[config.mk]
export PLATFORM = sky130hd
export DESIGN_NAME = axi_udp_arp_rx
export DESIGN_NICKNAME = d
export VERILOG_FILES = /design/src/rtl/axi_udp_arp_rx.sv
export SDC_FILE = /design/constraint.sdc
export NUM_CORES = 1
export LEC_CHECK = 0
export ABC_AREA = 1
export CORE_MARGIN = 1
export CORE_UTILIZATION = 45
export CTS_CLUSTER_SIZE = 10
export DETAILED_ROUTE_END_ITERATION = 8
export DONT_BUFFER_PORTS = 1
export SLEW_MARGIN = 5
export SYNTH_ARGS = -nofsm -noshare
export SYNTH_HDL_FRONTEND = slang
export SYNTH_SLANG_ARGS = --single-unit
[constraint.sdc]
create_clock -name clk -period 7.7 [get_ports clk]
set_input_delay 1.54 -clock clk [delete_from_list [all_inputs] [get_ports clk]]
set_output_delay 1.54 -clock clk [all_outputs]
set_load 0.005 [all_outputs]
[src/rtl/axi_udp_arp_rx.sv]
// axi_udp_arp_rx: decodes ARP frames addressed to this host from an 8-bit stream.
// Optional AXI_UDP_ARP_STATS_EN adds saturating commit/drop counters. Rev 1.0
`default_nettype none

package axi_udp_pkg;
  localparam logic [15:0] ETHERTYPE_ARP    = 16'h0806;
  localparam logic [15:0] ARP_HW_TYPE      = 16'h0001;
  localparam logic [15:0] ARP_PROTO_TYPE   = 16'h0800;
  localparam logic [7:0]  ARP_HW_SIZE      = 8'd6;
  localparam logic [7:0]  ARP_PROTO_SIZE   = 8'd4;
  localparam logic [15:0] ARP_OPER_REQUEST = 16'h0001;
  localparam logic [15:0] ARP_OPER_REPLY   = 16'h0002;
  localparam logic [47:0] BROADCAST_MAC    = 48'hffff_ffff_ffff;
endpackage

module axi_udp_arp_rx
  import axi_udp_pkg::*;
(
  input  logic        clk,
  input  logic        rst,
  input  logic [47:0] local_mac,
  input  logic [31:0] local_ip,
  input  logic [7:0]  s_axis_tdata,
  input  logic        s_axis_tvalid,
  output logic        s_axis_tready,
  input  logic        s_axis_tlast,
  output logic        arp_valid,
  input  logic        arp_ready,
  output logic [15:0] arp_oper,
  output logic [47:0] arp_sha,
  output logic [31:0] arp_spa,
  output logic [15:0] stat_rx_arp,
  output logic [15:0] stat_rx_drop
);

  typedef enum logic [1:0] {IDLE = 2'd0, HDR = 2'd1, TAIL = 2'd2, DROP = 2'd3} state_t;

  state_t      r_state;
  logic [5:0]  r_cnt;
  logic        r_tready;
  logic        r_dst_loc;
  logic        r_dst_bc;
  logic        r_not_arp;
  logic [15:0] r_oper;
  logic [47:0] r_sha;
  logic [31:0] r_spa;
  logic        r_valid;
  logic [15:0] r_out_oper;
  logic [47:0] r_out_sha;
  logic [31:0] r_out_spa;

  logic        w_beat;
  logic [7:0]  w_mac_byte;
  logic [7:0]  w_ip_byte;
  logic [1:0]  w_ti;
  logic        w_loc;
  logic        w_bc;
  logic        w_et_bad;
  logic        w_not_arp;
  logic        w_fail;
  logic [15:0] w_oper_full;
  logic        w_commit;
  logic        w_drop;
  logic        w_full;
  logic        w_drop_ev;

  always_comb begin
    w_beat      = s_axis_tvalid & s_axis_tready;
    w_mac_byte  = 8'(local_mac >> {3'd5 - r_cnt[2:0], 3'b000});
    // TPA bytes 38..41 map to IP byte 0..3 via the low counter bits
    w_ti        = r_cnt[1:0] - 2'd2;
    w_ip_byte   = 8'(local_ip >> {2'd3 - w_ti, 3'b000});
    w_loc       = ((r_cnt == 6'd0) ? 1'b1 : r_dst_loc) & (s_axis_tdata == w_mac_byte);
    w_bc        = ((r_cnt == 6'd0) ? 1'b1 : r_dst_bc) & (s_axis_tdata == BROADCAST_MAC[7:0]);
    w_et_bad    = ((r_cnt == 6'd12) && (s_axis_tdata != ETHERTYPE_ARP[15:8])) ||
                  ((r_cnt == 6'd13) && (s_axis_tdata != ETHERTYPE_ARP[7:0]));
    w_not_arp   = r_not_arp | w_et_bad;
    w_oper_full = {r_oper[15:8], s_axis_tdata};

    w_fail = 1'b0;
    if (r_cnt <= 6'd5)       w_fail = !(w_loc | w_bc);
    else if (r_cnt == 6'd12 || r_cnt == 6'd13) w_fail = w_et_bad;
    else if (r_cnt == 6'd14) w_fail = (s_axis_tdata != ARP_HW_TYPE[15:8]);
    else if (r_cnt == 6'd15) w_fail = (s_axis_tdata != ARP_HW_TYPE[7:0]);
    else if (r_cnt == 6'd16) w_fail = (s_axis_tdata != ARP_PROTO_TYPE[15:8]);
    else if (r_cnt == 6'd17) w_fail = (s_axis_tdata != ARP_PROTO_TYPE[7:0]);
    else if (r_cnt == 6'd18) w_fail = (s_axis_tdata != ARP_HW_SIZE);
    else if (r_cnt == 6'd19) w_fail = (s_axis_tdata != ARP_PROTO_SIZE);
    else if (r_cnt == 6'd21) w_fail = (w_oper_full != ARP_OPER_REQUEST) &&
                                      (w_oper_full != ARP_OPER_REPLY);
    else if (r_cnt >= 6'd38 && r_cnt <= 6'd41) w_fail = (s_axis_tdata != w_ip_byte);

    // Frame end decisions; non-ARP traffic is silently ignored rather than counted
    w_commit = 1'b0;
    w_drop   = 1'b0;
    if (w_beat && s_axis_tlast) begin
      case (r_state)
        IDLE, HDR: begin
          if (!w_fail && r_cnt == 6'd41) w_commit = 1'b1;
          else if (!w_not_arp)           w_drop   = 1'b1;
        end
        TAIL:    w_commit = 1'b1;
        default: w_drop   = !w_not_arp;
      endcase
    end
    w_full    = r_valid & ~arp_ready;
    w_drop_ev = w_drop | (w_commit & w_full);
  end

  always_ff @(posedge clk) begin
    if (rst) begin
      r_state    <= IDLE;
      r_cnt      <= 6'd0;
      r_tready   <= 1'b0;
      r_dst_loc  <= 1'b0;
      r_dst_bc   <= 1'b0;
      r_not_arp  <= 1'b0;
      r_oper     <= 16'd0;
      r_sha      <= 48'd0;
      r_spa      <= 32'd0;
      r_valid    <= 1'b0;
      r_out_oper <= 16'd0;
      r_out_sha  <= 48'd0;
      r_out_spa  <= 32'd0;
    end else begin
      r_tready <= 1'b1;
      if (w_beat) begin
        if (s_axis_tlast)           r_cnt <= 6'd0;
        else if (r_cnt != 6'd42)    r_cnt <= r_cnt + 6'd1;
        r_not_arp <= s_axis_tlast ? 1'b0 : w_not_arp;
        if (r_cnt <= 6'd5) begin
          r_dst_loc <= w_loc;
          r_dst_bc  <= w_bc;
        end
        if (r_cnt == 6'd20) r_oper[15:8] <= s_axis_tdata;
        if (r_cnt == 6'd21) r_oper[7:0]  <= s_axis_tdata;
        if (r_cnt >= 6'd22 && r_cnt <= 6'd27) r_sha <= {r_sha[39:0], s_axis_tdata};
        if (r_cnt >= 6'd28 && r_cnt <= 6'd31) r_spa <= {r_spa[23:0], s_axis_tdata};

        case (r_state)
          IDLE, HDR: begin
            if (s_axis_tlast)          r_state <= IDLE;
            else if (w_fail)           r_state <= DROP;
            else if (r_cnt == 6'd41)   r_state <= TAIL;
            else                       r_state <= HDR;
          end
          default: if (s_axis_tlast)   r_state <= IDLE;
        endcase
      end

      if (w_commit && !w_full) begin
        r_valid    <= 1'b1;
        r_out_oper <= r_oper;
        r_out_sha  <= r_sha;
        r_out_spa  <= r_spa;
      end else if (arp_ready) begin
        r_valid <= 1'b0;
      end
    end
  end

  assign s_axis_tready = r_tready;
  assign arp_valid     = r_valid;
  assign arp_oper      = r_out_oper;
  assign arp_sha       = r_out_sha;
  assign arp_spa       = r_out_spa;

`ifdef AXI_UDP_ARP_STATS_EN
  logic [15:0] r_stat_arp;
  logic [15:0] r_stat_drop;

  always_ff @(posedge clk) begin
    if (rst) begin
      r_stat_arp  <= 16'd0;
      r_stat_drop <= 16'd0;
    end else begin
      if (w_commit && !w_full && r_stat_arp != 16'hffff) r_stat_arp  <= r_stat_arp + 16'd1;
      if (w_drop_ev && r_stat_drop != 16'hffff)          r_stat_drop <= r_stat_drop + 16'd1;
    end
  end

  assign stat_rx_arp  = r_stat_arp;
  assign stat_rx_drop = r_stat_drop;
`else
  logic w_unused;
  assign w_unused     = w_drop_ev;
  assign stat_rx_arp  = 16'd0;
  assign stat_rx_drop = 16'd0;
`endif

endmodule

`default_nettype wire

==> results.ini <==
[placement]
port-buffer-count=0
hpwl_um=16000
dp_cells=1723
place_congestion=0.918

[critical_path]
path_buf_inv=4
crit_required_ns=8.16
cpMaxStageDelayCell=nand2_4
cp-start-kind=flop
cp-end-kind=flop
slowest_delay_ns=0.76
cp_top_family=simple AND/OR/NAND/NOR gates
crit_fanout=97
setup.worst_path.class=reg2reg
reg2reg_slack_ns=2.65
cp.arrival_ns=5.51
crit_chain=clkinv_1, ha_1, clkinv_1, nor2_2, o21a_1, o21ai_1, nand2_1, xor2_1, nand3_1, nor3_1, nand3_1, nand3_1, nand4_1, nand2_4, nand3_4, buf_4, nand2_1, inv_2, nor2_1
cp_common_cell=nand3_1

[logic_synthesis]
yosysWarnings=0
synthTopCellsByCount=inv_1 (308), nand2_1 (299), dfxtp_1 (204)
ys.flop_type=dfxtp_1
synth_cell_types=35
synth_top_area_cell=dfxtp_1
synth_top_area_share=0.406
synth_most_common_cell=inv_1
async_flop_share=0
synth_edf_count=0
synth_area_leaders=dfxtp_1 (41%), inv_1 (11%), nand2_1 (11%), nand4_1 (6.4%), o21ai_0 (5.8%)
synth_area_sq_mm=0.0101
ys_seq_area_frac=0.406
synthCells=1531
synth_seq_cells=204
synth.avg_cell_area_sq_um=6.58

[die]
die_y_um=152
die_width_um=152
start_util=0.460
die-area_sq_mm=0.0230
top_level_ports=223
coreArea_sq_mm=0.0219
row_count=54

[timing]
slew_headroom=0.239
min_period_ns=5.05
setup_viol=0
rsz0062_at_grt=no
holdWs_ns=0.454
clock.fmax_mhz=198
fin_skew_ns=0.0168
slew_viol_final=0
tns_ns=0
finalHoldViolCount=0
tightest_slew_ns=1.14
fin_crit_sh=0.656

[cts]
ctsLongestPathBuffers=3
cts-htree-levels=1
cts.repair.resized=0
cts_tree=done
cts_setup_buffers=0
ctsRootBufferMaster=clkbuf_16
cts_made_buffers=25
clock_latency_ns=0.53
path_clk_slew_ns=0.05
cts_hold_buffers=0
cts.sinks=204

[routing]
wl_per_cell_um=14.3
ant_nets=0
drc=0
vias=8717
drtIter0Drc=544
vias_per_cell=4.96
wl_um=25000
firstDrtPassIters=8

[pwr]
p_total_uw=2290
cellPowerDensity_mw_per_mm2=214
power.leakage_uw=0.00460
ir_drop_v=0.000137

[finish]
instances_no_fill=1756
area_growth_pct=6.19
fin_util=0.489
insertedDiodeCount=0
drive_above_1_share=0.0407
layout.nets=1570

[worst_hold_path]
hp-class=reg2reg

[grt]
antenna_found_initial=0
grt_use_met3=0.0518
top_usage_layer=met2
grt_first_pass_wirelength_um=40500
grt_pass1_vias=7985
grtUsageTotal=0.218
grtUsageMet2=0.340
gr-total-overflow=0
grt_util_met1=0.299
grt_max_degree=111

[run]
cap_violations=0

[run_status]
status=complete, no violations

==> flip-flops by register name, indices dropped and copies added, names as in the netlist <==
name / count
arp_sha: 48
arp_oper: 16
arp_valid: 1
r_oper: 16
r_dst_loc: 1
r_cnt: 6
s_axis_tready: 1
r_sha: 48
r_dst_bc: 1
r_state: 2
r_spa: 32
arp_spa: 32
==> layer usage <==
layer | up-vias | part of all wire
met3 | 43 | 0.073
li1 | 4582 | -
met2 | 251 | 0.44
met5 | - | 0
met4 | 0 | 0.022
met1 | 3841 | 0.47
==> worst min-delay path, stage by stage, from the launching register on <==
cell and delay [ns]:
dfxtp_1 0.29, inv_1 0.06, a21oi_1 0.05
==> cells by family after synthesis <==
group	after synthesis	share of synthesized area
simple gates	606	0.262
buf+inv	450	0.186
compound gates	258	0.133
flops	204	0.406
fa+ha+maj	7	0.00870
xor+xnor	4	0.00348
other cells	1	0.000372
mux	1	0.00112
==> cell type report <==
type,count,area [sq um]
Multi-Input combinational cell,908,4270
Clock buffer,30,664
Fill cell,2350,11200
Clock inverter,3,57.6
Tap cell,280,350
Inverter,326,1230
Sequential cell,204,4080
Timing Repair Buffer,5,37.5
==> layout by cell type, fill, tap and decap left out, types with 2 or more instances in the layout <==
| cell type | count |
|---|---|
| inv_1 | 307 |
| nand2_1 | 297 |
| dfxtp_1 | 204 |
| nor2_1 | 139 |
| o21ai_0 | 117 |
| a21oi_1 | 104 |
| nand4_1 | 103 |
| nand3_1 | 43 |
| conb_1 | 32 |
| clkbuf_16 | 25 |
| inv_2 | 16 |
| o21ai_1 | 13 |
| nor3_1 | 10 |
| o22ai_1 | 7 |
| ha_1 | 7 |
| o21a_1 | 5 |
| buf_4 | 5 |
| nor4_1 | 4 |
| a31oi_1 | 4 |
| xor2_1 | 4 |
| nor3b_1 | 3 |
| clkbuf_1 | 3 |
| clkinv_1 | 2 |
| nand3_4 | 2 |
| a41oi_1 | 2 |
| o211ai_1 | 2 |
| nand2_4 | 2 |
| clkbuf_8 | 2 |
==> power breakdown <==
group,leakage (uW),switching [uW],internal [uW]
Combinational,0.00261,104,44.1
Sequential,0.00165,8.37,1070
Clock,0.000350,430,636
Total,0.00460,543,1750
==> path summary, 6_finish.rpt <==
check             startpoint     endpoint  depth (start not counted)
setup / recovery    r_cnt[1]  arp_sha[34]                         19
hold / removal     r_sha[40]    r_sha[40]                          2
setup reg to reg    r_cnt[1]  arp_sha[34]                         19
hold reg to reg    r_sha[40]    r_sha[40]                          2
==> through the flow <==
stage / cell area, sq um / setup slack (ns)
6_report: 10700 / 2.65
5_1_grt: 10700 / 2.08
4_1_cts: 10700 / 2.71
3_5_place_dp: 9970 / 2.72
3_3_place_gp: 9970 / 2.74
2_1_floorplan: 10200 / 4.13
No activity file was read; power rests on OpenSTA's default activity.
